<file path="config.mk">
export PLATFORM = sky130hd
export DESIGN_NAME = ps2_key_decoder
export DESIGN_NICKNAME = d
export VERILOG_FILES = /design/src/rtl/ps2_pkg.sv /design/src/rtl/ps2_scan2ascii.sv /design/src/rtl/ps2_key_decoder.sv
export SDC_FILE = /design/constraint.sdc
export NUM_CORES = 1
export LEC_CHECK = 0
export ABC_CLOCK_PERIOD_IN_PS = 3100
export BUFFER_PORTS_ARGS = -buffer_cell sky130_fd_sc_hd__buf_4
export CORE_ASPECT_RATIO = 0.7
export CORE_MARGIN = 8
export CORE_UTILIZATION = 53
export CTS_CLUSTER_SIZE = 24
export DETAILED_ROUTE_END_ITERATION = 7
export PLACE_DENSITY = 0.84
export SLEW_MARGIN = 20
export SYNTH_ARGS = -nofsm -noshare
export SYNTH_HDL_FRONTEND = slang
export SYNTH_SLANG_ARGS = --single-unit
</file>
<file path="constraint.sdc">
create_clock -name clk -period 3.1 [get_ports clk]
set_input_delay 0.31 -clock clk [delete_from_list [all_inputs] [get_ports clk]]
set_output_delay 0.31 -clock clk [all_outputs]
set_load 0.05 [all_outputs]
</file>
<file path="src/rtl/ps2_pkg.sv">
// Shared encodings for the PS/2 set-2 key decoder: prefix FSM states,
// prefix bytes, modifier scan codes and small byte classifiers.
package ps2_pkg;

  typedef enum logic [1:0] {
    S_IDLE   = 2'd0,
    S_EXT    = 2'd1,
    S_BRK    = 2'd2,
    S_EXTBRK = 2'd3
  } state_t;

  localparam logic [7:0] PS2_BRK   = 8'hF0;
  localparam logic [7:0] PS2_EXT   = 8'hE0;
  localparam logic [7:0] SC_LSHIFT = 8'h12;
  localparam logic [7:0] SC_RSHIFT = 8'h59;
  localparam logic [7:0] SC_CAPS   = 8'h58;

  function automatic logic is_prefix(input logic [7:0] b);
    return (b == PS2_BRK) || (b == PS2_EXT);
  endfunction

  // Controller responses and error bytes that never start a key sequence
  function automatic logic is_noise(input logic [7:0] b);
    return (b == 8'hAA) || (b == 8'hFA) || (b == 8'hFE) ||
           (b == 8'h00) || (b == 8'hFF);
  endfunction

endpackage

</file>
<file path="src/rtl/ps2_scan2ascii.sv">
// Combinational set-2 scan code to ASCII lookup; letters honour 'upper',
// extended codes and unmapped codes give 0x00.
module ps2_scan2ascii (
  input  logic [7:0] code,
  input  logic       ext,
  input  logic       upper,
  output logic [7:0] ascii
);

  logic [7:0] lower;
  logic [7:0] other;

  always_comb begin
    lower = 8'h00;
    case (code)
      8'h1C: lower = 8'h61;  8'h32: lower = 8'h62;  8'h21: lower = 8'h63;
      8'h23: lower = 8'h64;  8'h24: lower = 8'h65;  8'h2B: lower = 8'h66;
      8'h34: lower = 8'h67;  8'h33: lower = 8'h68;  8'h43: lower = 8'h69;
      8'h3B: lower = 8'h6A;  8'h42: lower = 8'h6B;  8'h4B: lower = 8'h6C;
      8'h3A: lower = 8'h6D;  8'h31: lower = 8'h6E;  8'h44: lower = 8'h6F;
      8'h4D: lower = 8'h70;  8'h15: lower = 8'h71;  8'h2D: lower = 8'h72;
      8'h1B: lower = 8'h73;  8'h2C: lower = 8'h74;  8'h3C: lower = 8'h75;
      8'h2A: lower = 8'h76;  8'h1D: lower = 8'h77;  8'h22: lower = 8'h78;
      8'h35: lower = 8'h79;  8'h1A: lower = 8'h7A;
      default: lower = 8'h00;
    endcase
  end

  always_comb begin
    other = 8'h00;
    case (code)
      8'h45: other = 8'h30;  8'h16: other = 8'h31;  8'h1E: other = 8'h32;
      8'h26: other = 8'h33;  8'h25: other = 8'h34;  8'h2E: other = 8'h35;
      8'h36: other = 8'h36;  8'h3D: other = 8'h37;  8'h3E: other = 8'h38;
      8'h46: other = 8'h39;
      8'h29: other = 8'h20;  8'h5A: other = 8'h0D;  8'h66: other = 8'h08;
      default: other = 8'h00;
    endcase
  end

  always_comb begin
    ascii = 8'h00;
    if (ext)
      ascii = 8'h00;
    else if (lower != 8'h00)
      ascii = upper ? (lower - 8'h20) : lower;
    else
      ascii = other;
  end

endmodule

</file>
<file path="src/rtl/ps2_key_decoder.sv">
// Pops set-2 bytes from the keyboard FIFO, folds E0/F0 prefixes into key
// events, tracks shift/caps, maps to ASCII and counts new presses.
module ps2_key_decoder #(
  parameter int CNT_W = 8
) (
  input  logic             clk,
  input  logic             resetn,
  input  logic [7:0]       ps2_data,
  input  logic             ps2_ready,
  input  logic             ps2_overflow,
  output logic             ps2_nextdata_n,
  output logic             key_valid,
  output logic [7:0]       key_code,
  output logic             key_ext,
  output logic             key_make,
  output logic             key_repeat,
  output logic [7:0]       key_ascii,
  output logic             key_down,
  output logic             caps_on,
  output logic [CNT_W-1:0] press_cnt,
  output logic             ovf_err
);

  import ps2_pkg::*;

  logic [7:0] byte_q;
  logic       pop_q;
  logic       hold_q;
  logic       accept;
  state_t     state_q, state_d;
  logic       ev, ev_make, ev_ext;

  logic       shift_l, shift_r, caps_held;
  logic [8:0] held_q;
  logic       is_lsh, is_rsh, is_caps, is_mod;
  logic       held_match, already_held, upper;
  logic [7:0] ascii_w;

  // The guard (pop_q, hold_q) keeps the FIFO from being read while the
  // previous pop is still being strobed and decoded.
  assign accept         = ps2_ready & ~pop_q & ~hold_q;
  assign ps2_nextdata_n = ~pop_q;

  always_ff @(posedge clk or negedge resetn) begin
    if (!resetn) begin
      pop_q   <= 1'b0;
      hold_q  <= 1'b0;
      byte_q  <= 8'h00;
      state_q <= S_IDLE;
    end else begin
      pop_q   <= accept;
      hold_q  <= pop_q;
      state_q <= state_d;
      if (accept)
        byte_q <= ps2_data;
    end
  end

  always_comb begin
    state_d = state_q;
    ev      = 1'b0;
    ev_make = 1'b0;
    ev_ext  = 1'b0;
    if (pop_q) begin
      case (state_q)
        S_IDLE: begin
          if (byte_q == PS2_BRK)
            state_d = S_BRK;
          else if (byte_q == PS2_EXT)
            state_d = S_EXT;
          else if (!is_noise(byte_q)) begin
            ev      = 1'b1;
            ev_make = 1'b1;
          end
        end
        S_EXT: begin
          if (byte_q == PS2_BRK)
            state_d = S_EXTBRK;
          else if (byte_q != PS2_EXT) begin
            ev      = 1'b1;
            ev_make = 1'b1;
            ev_ext  = 1'b1;
            state_d = S_IDLE;
          end
        end
        S_BRK: begin
          state_d = S_IDLE;
          ev      = !is_prefix(byte_q);
        end
        S_EXTBRK: begin
          state_d = S_IDLE;
          ev      = !is_prefix(byte_q);
          ev_ext  = 1'b1;
        end
        default: state_d = S_IDLE;
      endcase
    end
  end

  assign is_lsh  = ~ev_ext & (byte_q == SC_LSHIFT);
  assign is_rsh  = ~ev_ext & (byte_q == SC_RSHIFT);
  assign is_caps = ~ev_ext & (byte_q == SC_CAPS);
  assign is_mod  = is_lsh | is_rsh | is_caps;

  assign held_match   = key_down & (held_q == {ev_ext, byte_q});
  assign already_held = is_lsh  ? shift_l   :
                        is_rsh  ? shift_r   :
                        is_caps ? caps_held : held_match;
  // Case is judged on modifier state before this event lands
  assign upper        = (shift_l | shift_r) ^ caps_on;

  ps2_scan2ascii u_scan2ascii (
    .code  (byte_q),
    .ext   (ev_ext),
    .upper (upper),
    .ascii (ascii_w)
  );

  always_ff @(posedge clk or negedge resetn) begin
    if (!resetn) begin
      key_valid  <= 1'b0;
      key_code   <= 8'h00;
      key_ext    <= 1'b0;
      key_make   <= 1'b0;
      key_repeat <= 1'b0;
      key_ascii  <= 8'h00;
      key_down   <= 1'b0;
      caps_on    <= 1'b0;
      press_cnt  <= '0;
      ovf_err    <= 1'b0;
      shift_l    <= 1'b0;
      shift_r    <= 1'b0;
      caps_held  <= 1'b0;
      held_q     <= 9'h000;
    end else begin
      key_valid <= ev;
      if (ps2_overflow)
        ovf_err <= 1'b1;
      if (ev) begin
        key_code   <= byte_q;
        key_ext    <= ev_ext;
        key_make   <= ev_make;
        key_repeat <= ev_make & already_held;
        key_ascii  <= ascii_w;
        if (is_mod) begin
          if (is_lsh)
            shift_l <= ev_make;
          if (is_rsh)
            shift_r <= ev_make;
          if (is_caps) begin
            caps_held <= ev_make;
            if (ev_make && !caps_held)
              caps_on <= ~caps_on;
          end
        end else if (ev_make) begin
          if (!already_held) begin
            press_cnt <= press_cnt + CNT_W'(1);
            held_q    <= {ev_ext, byte_q};
            key_down  <= 1'b1;
          end
        end else if (held_match) begin
          key_down <= 1'b0;
        end
      end
    end
  end

endmodule

</file>
# Word level (Yosys, flattened, before mapping)
# Memory sizes are Yosys's and may differ from the RTL's.
# Index checks and enable logic that the tools add are counted.
dict set report word_totals {
  mem_bits_ro 896
  output_inout_bits 32
  mem_count 1
  in_bits 12
  elab_cells 115
  reg_bits 55
}
# memory words width read_ports rd_clocked_by_memory_dff write_ports line_no
set mem_list {}
lappend mem_list {{(no name shown)} 128 7 1 0 0 ps2_scan2ascii.sv:15} ;# case (code)
dict set report op_classes {
  n_addsub 2
  eq_ne 30
  muxes 27
  reduce_logical 20
  bitwise_logic 17
}
# operator count
set ops {}
lappend ops {{6-bit case mux with 13 select lines} 1}
lappend ops {{8-bit by 6-bit equality test with 1-bit output, second input constant} 7}
lappend ops {{8-bit by 7-bit equality test with 1-bit output, second input constant} 6}
lappend ops {{8-bit equality test, second input constant} 6}
lappend ops {{8-bit two-way mux} 4}
lappend ops {{8-bit by 5-bit equality test with 1-bit output, second input constant} 3}
lappend ops {{1-bit two-way mux} 14}
lappend ops {{3-bit AND reduction} 4}
lappend ops {{4-bit AND reduction} 3}
lappend ops {{9-bit equality test} 1}
lappend ops {{8-bit by 1-bit adder with 8-bit output, second input constant} 1}
lappend ops {{8-bit logical NOT} 1}
lappend ops {{2-bit two-way mux} 4}
lappend ops {{8-bit != test, second input constant} 1}
lappend ops {{8-bit nonzero test} 1}
lappend ops {{8-bit by 6-bit subtractor with 8-bit output, second input constant} 1}
lappend ops {{1-bit bitwise AND} 7}
lappend ops {{3-bit != test, second input constant} 2}
lappend ops {{1-bit NOT} 6}
lappend ops {{2-bit case mux with 3 select lines} 1}
lappend ops {{1-bit logical OR} 5}
lappend ops {{2-bit equality test, second input constant} 2}
lappend ops {{1-bit case mux with 2 select lines} 2}
lappend ops {{1-bit OR} 3}
lappend ops {{9 further kinds} 10}

# Logic depth before layout (Yosys ltp)
dict set report logic_depth {
  ltp_word 12
  depth_mapped 13
}

# Cells and area by module
# Synthesis repeated with hierarchy kept, for this count alone.
dict set report unflattened {
  hier_cells 392
  hier_area_um2 3742.3
}
# mod cells_per_inst n_inst area_per_inst_um2 seq_area_each_um2
set by_module_without_submodules {}
lappend by_module_without_submodules {ps2_key_decoder 208 1 2598.7 1376.3}
lappend by_module_without_submodules {ps2_scan2ascii 184 1 1143.6 0.0}

# Worst setup path before layout
# Ideal clock, no wire load.
dict set report synth_timing {
  path_kind {register to register}
  start {register byte_q[1]}
  end {register held_q[5]}
  synth_period_minus_slack_ps 2901
  arrival_time_ps 2777
  path_buffers 2
  t_required_ps 2975
  path_slack_ps 199
  stages_incl_launch_ff 11
  setup_time_ps 125
  path_cell_list {dfrtp_1 > buf_2 > inv_1 > ha_1 > or3b_4 > o311ai_4 > xnor2_1 > nor3_4 > nor3_4 > buf_6 > mux2_2}
}
dict set report synth_via {
  elab_chain_len 12
  word_cells_on_any_way 42
}
# element line_no
set synth_lines {}
lappend synth_lines {{from (decl)} ps2_key_decoder.sv:26} ;# logic [7:0] byte_q;
lappend synth_lines {{from (signal assigned)} ps2_key_decoder.sv:55} ;# byte_q <= ps2_data;
lappend synth_lines {{8-bit != test} ps2_key_decoder.sv:79} ;# else if (byte_q != PS2_EXT) begin
lappend synth_lines {{1-bit two-way mux} ps2_key_decoder.sv:79}
lappend synth_lines {{1-bit two-way mux} ps2_key_decoder.sv:77} ;# if (byte_q == PS2_BRK)
lappend synth_lines {{1-bit case mux with 2 select lines} ps2_key_decoder.sv:65} ;# case (state_q)
lappend synth_lines {{1-bit two-way mux} ps2_key_decoder.sv:64} ;# if (pop_q) begin
lappend synth_lines {{9-bit equality test or 1-bit NOT (tied branches)} --}
lappend synth_lines {{1-bit bitwise AND (on tied branches)} {ps2_key_decoder.sv:105, ps2_key_decoder.sv:102}}
lappend synth_lines {{1-bit two-way mux} ps2_key_decoder.sv:108} ;# is_caps ? caps_held : held_match;
lappend synth_lines {{1-bit two-way mux} ps2_key_decoder.sv:107} ;# is_rsh ? shift_r :
lappend synth_lines {{1-bit two-way mux} ps2_key_decoder.sv:106} ;# assign already_held = is_lsh ? shift_l :
lappend synth_lines {{1-bit NOT (no line)} --}
lappend synth_lines {{4-bit AND reduction (no line) *} --}
lappend synth_lines {{to (signal assigned)} ps2_key_decoder.sv:158} ;# held_q <= {ev_ext, byte_q};
lappend synth_lines {{to (decl)} ps2_key_decoder.sv:34} ;# logic [8:0] held_q;
# Mark *: on every way between the ends. The rest lies on a longest branch, timed or not.
# A chain may end at the register's enable or synchronous reset.

# Worst setup path in the final report
dict set report layout_timing {
  start {register byte_q[0]}
  end {register key_ascii[1]}
}
dict set report layout_via {
  elab_chain_len 10
  word_cells_on_any_way 44
}
# element line_no
set layout_lines {}
lappend layout_lines {{branches (longest 10 deep; another with 8-bit by 6-bit subtractor with 8-bit output)} --}
lappend layout_lines {{to (signal assigned)} ps2_key_decoder.sv:144} ;# key_ascii <= ascii_w;
lappend layout_lines {{to (decl)} ps2_key_decoder.sv:17} ;# output logic [7:0] key_ascii,
# Parallel ways; which one is timed is not known.

==> summary.txt <==
Run status
  – Status: complete, no violations

Global route
  – Largest net degree at the start of global routing: 56
  – GRT overflow: 0
  – Initial antenna violation count: 0
  – Total GRT Usage: 19.6%
  – Vias in the first global route: 2988
  – First-pass GRT wire length: 15.3 mm

Logic synthesis
  – Synth unique cells: 62
  – Syn Nets: 401
  – Count leader, synth: dfrtp_1
  – Area leader, netlist: dfrtp_1
  – Post-Synth Adder-Cell Area: 3.54%
  – Async S/R FF share, synth: 100%
  – Post-synth EDFFs: 0
  – Area fraction in compound gates after synthesis: 16.8%
  – Mapped Area: 3530 µm²
  – Synthesized instance count: 379
  – Syn. warnings: 0
  – Multiplexer area fraction after synthesis: 8.58%
  – Synthesis-stage register bit count: 55
  – Top post-synthesis cells by count: dfrtp_1 (55), nand2_1 (44), o21ai_0 (28)
  – Post-synthesis xor/xnor area fraction: 4.96%
  – Largest cells by area after synthesis: dfrtp_1 (39%), mux2_2 (5.7%), nand2_1 (4.7%)
  – Post-Synth Simple-Gate Area: 21.3%
  – Yosys top cell area share: 39.0%
  – Register area share after synthesis: 39.0%
  – Largest family of logic cells by synthesized area: simple AND/OR/NAND/NOR gates
  – Top_reg_cell synth: dfrtp_1
  – Syn Area/Cell: 9.31 µm²

Detailed routing
  – Routed Antenna Nets: 0
  – Final WL: 9.17 mm
  – Detailed Routing Iterations Pass 1: 5
  – Max layer used: met4
  – Via density: 5.93
  – Avg WL per Cell: 17.6 µm
  – Metal3 WL: 778 µm
  – Iteration-0 DRC Markers: 355
  – Met1 WL: 4.32 mm
  – Total number of vias: 3089
  – Met2 Wirelength: 3.98 mm
  – Number of remaining DRC errors: 0

Cells and area
  – Antenna Cells: 0
  – Area growth, synth to finish: 16.9%
  – Multi-input combinational cell area: 1950 µm²
  – Sequential cell area: 1380 µm²
  – # fillers: 555
  – Layout cell share with drive strength beyond 1: 24.6%
  – Fin nets: 448

Worst setup path
  – WP depth: 12
  – Crit path launch type: register
  – Critical Path Source: byte_q[0]$_DFFE_PN0P_
  – Critical Path End Type: register
  – Cell family with most CP delay: compound AO/OA/AOI/OAI gates
  – R2R Path End: key_ascii[1]$_DFFE_PN0N_
  – Max stage delay on crit path: 470 ps
  – Arrival time at the worst endpoint: 3040 ps
  – CP max FO: 12
  – FF-to-FF setup slack: 250 ps
  – WP buf/inv: 4
  – Worst path slowest cell: dfrtp_1
  – Worst setup path end: key_ascii[1]$_DFFE_PN0N_
  – R2R depth: 12
  – Critical-path cell list: inv_1, ha_1, buf_4, nor2b_1, o21ai_0, a211oi_1, nor2_1, o21ai_2, inv_1, buf_4, nand2_1, o31ai_1
  – Crit path kind: register to register
  – Critical Path RT: 3290 ps
  – Reg-to-reg startpoint: byte_q[0]$_DFFE_PN0P_

Placed design
  – Final HPWL DP: 6.84 mm
  – Final Wtd Congestion: 0.968
  – IO buf count: 43

Power
  – Peak supply drop: 437 µV
  – Lkg Pwr: 1.87 nW
  – Pwr Density: 855 nW/µm²

Clock tree
  – CTS clock-pin slew for the worst setup and hold paths: 100 ps
  – Num CTS Buffers: 5
  – Root buffer cell: clkbuf_8
  – CTS tree: done
  – Post-CTS setup buffers: 0
  – Hold_buf cts: 0
  – Clock Tree Buf Depth: 2
  – H-tree depth: 2
  – Post-CTS resize count: 0
  – Clock sink count: 55
  – Clk_lat worst skew: 310 ps

Floorplan
  – Core Area: 6600 µm²
  – Die Area: 9570 µm²
  – Placement Rows: 25
  – Initial Util: 53.5%
  – Die width: 114 µm
  – Ports: 44
  – Die height: 84.3 µm

Min path
  – HP Class: input pin to asynchronous set/reset pin

STA
  – Max Clock Freq: 0.351 GHz
  – RSZ-0062 raised after global routing: no
  – Hold_ws: 34.3 ps
  – Worst-margin pin slew: 788 ps
  – Worst slew margin: 47.3%
  – Period utilization: 91.9%
  – Worst clock skew: 5.26 ps
  – Slew Viols, Final: 0
  – Final setup vio count: 0
  – Clock period minus worst slack: 2850 ps
  – Setup TNS: 0 ps
  – Final hold violations: 0

Run
  – Max capacitance violation total: 0
## flip-flops by register name, indices dropped and copies added (netlist names)
signal	cells
held_q	9
byte_q	8
key_ascii	8
key_code	8
press_cnt	8
state_q	2
caps_held	1
caps_on	1
hold_q	1
key_down	1
key_ext	1
key_make	1
key_repeat	1
key_valid	1
ovf_err	1
pop_q	1
shift_l	1
shift_r	1
## stage by stage
step | setup WS [ps] | instance area [µm²] | cells | total power [W] | util [%]
global placement | 414 | 3990 | 513 | 0.00292 | 60.5
global route | 74.7 | 4130 | 521 | 0.00373 | 62.5
floorplan | 199 | 3530 | 379 | 0.00244 | -
detailed placement | 350 | 3990 | 513 | 0.00297 | 60.5
CTS | 315 | 4130 | 521 | 0.00353 | 62.5
finish | 250 | 4130 | 521 | 0.00353 | 62.5
## worst min path at each step
stage           start                    end  slack, ps  cells past startpoint
2_1_floorplan  resetn  byte_q[0]$_DFFE_PN0P_         10                      0
5_1_grt        resetn   key_make$_DFFE_PN0N_         90                      1
4_1_cts        resetn   key_make$_DFFE_PN0N_         60                      1
6_report       resetn   key_make$_DFFE_PN0N_         30                      1
3_5_place_dp   resetn   key_make$_DFFE_PN0N_        400                      1
3_3_place_gp   resetn   key_make$_DFFE_PN0N_        390                      1
## layout make-up
cell class | instances | area share [%]
Clock inverter | 2 | 1.46
Multi-Input combinational cell | 285 | 47.2
Timing Repair Buffer | 68 | 12.4
Sequential cell | 55 | 33.4
Tap cell | 94 | 2.85
Inverter | 11 | 1.00
Clock buffer | 6 | 1.76
## layer usage
| metal | vias to the layer above | global-route usage [%] |
|---|---|---|
| met5 | - | 0 |
| met4 | 0 | 5.30 |
| met3 | 11 | 5.23 |
| met2 | 131 | 28.6 |
| met1 | 1498 | 27.6 |
| li1 | 1449 | - |
## power breakdown
part	internal (W)	switching, W	leakage, nW	total, W
clock network	0.000323	0.000232	0.0654	0.000555
logic	0.000656	0.00114	1.11	0.00180
registers	0.000936	0.000242	0.697	0.00118
total	0.00192	0.00161	1.87	0.00353
## placed cells by master (no fill, tap or decap), drive strengths merged, types with 3 or more instances in the layout
cell type / n
o21ai: 30
inv: 10
or2: 5
ha: 10
and4: 3
nand2b: 7
dfrtp: 55
a31oi: 6
and3: 3
and2: 4
nand2: 45
nor2b: 11
buf: 68
mux2: 18
nor3: 7
nand4: 6
o32a: 3
nor2: 23
a32o: 3
a21oi: 13
xnor2: 12
nor4: 5
mux2i: 10
clkbuf: 6
xor2: 8
nand3: 11
o31ai: 8
## kinds of logic after synthesis
| logic type | Yosys count |
|---|---|
| AND/OR/NAND/NOR | 140 |
| buffers and inverters | 39 |
| AO/OA/AOI/OAI | 87 |
| flip-flops | 55 |
| XOR/XNOR | 20 |
| multiplexers | 28 |
| adder cells (fa/ha/maj) | 10 |
Power figures use the tool's default switching activity.
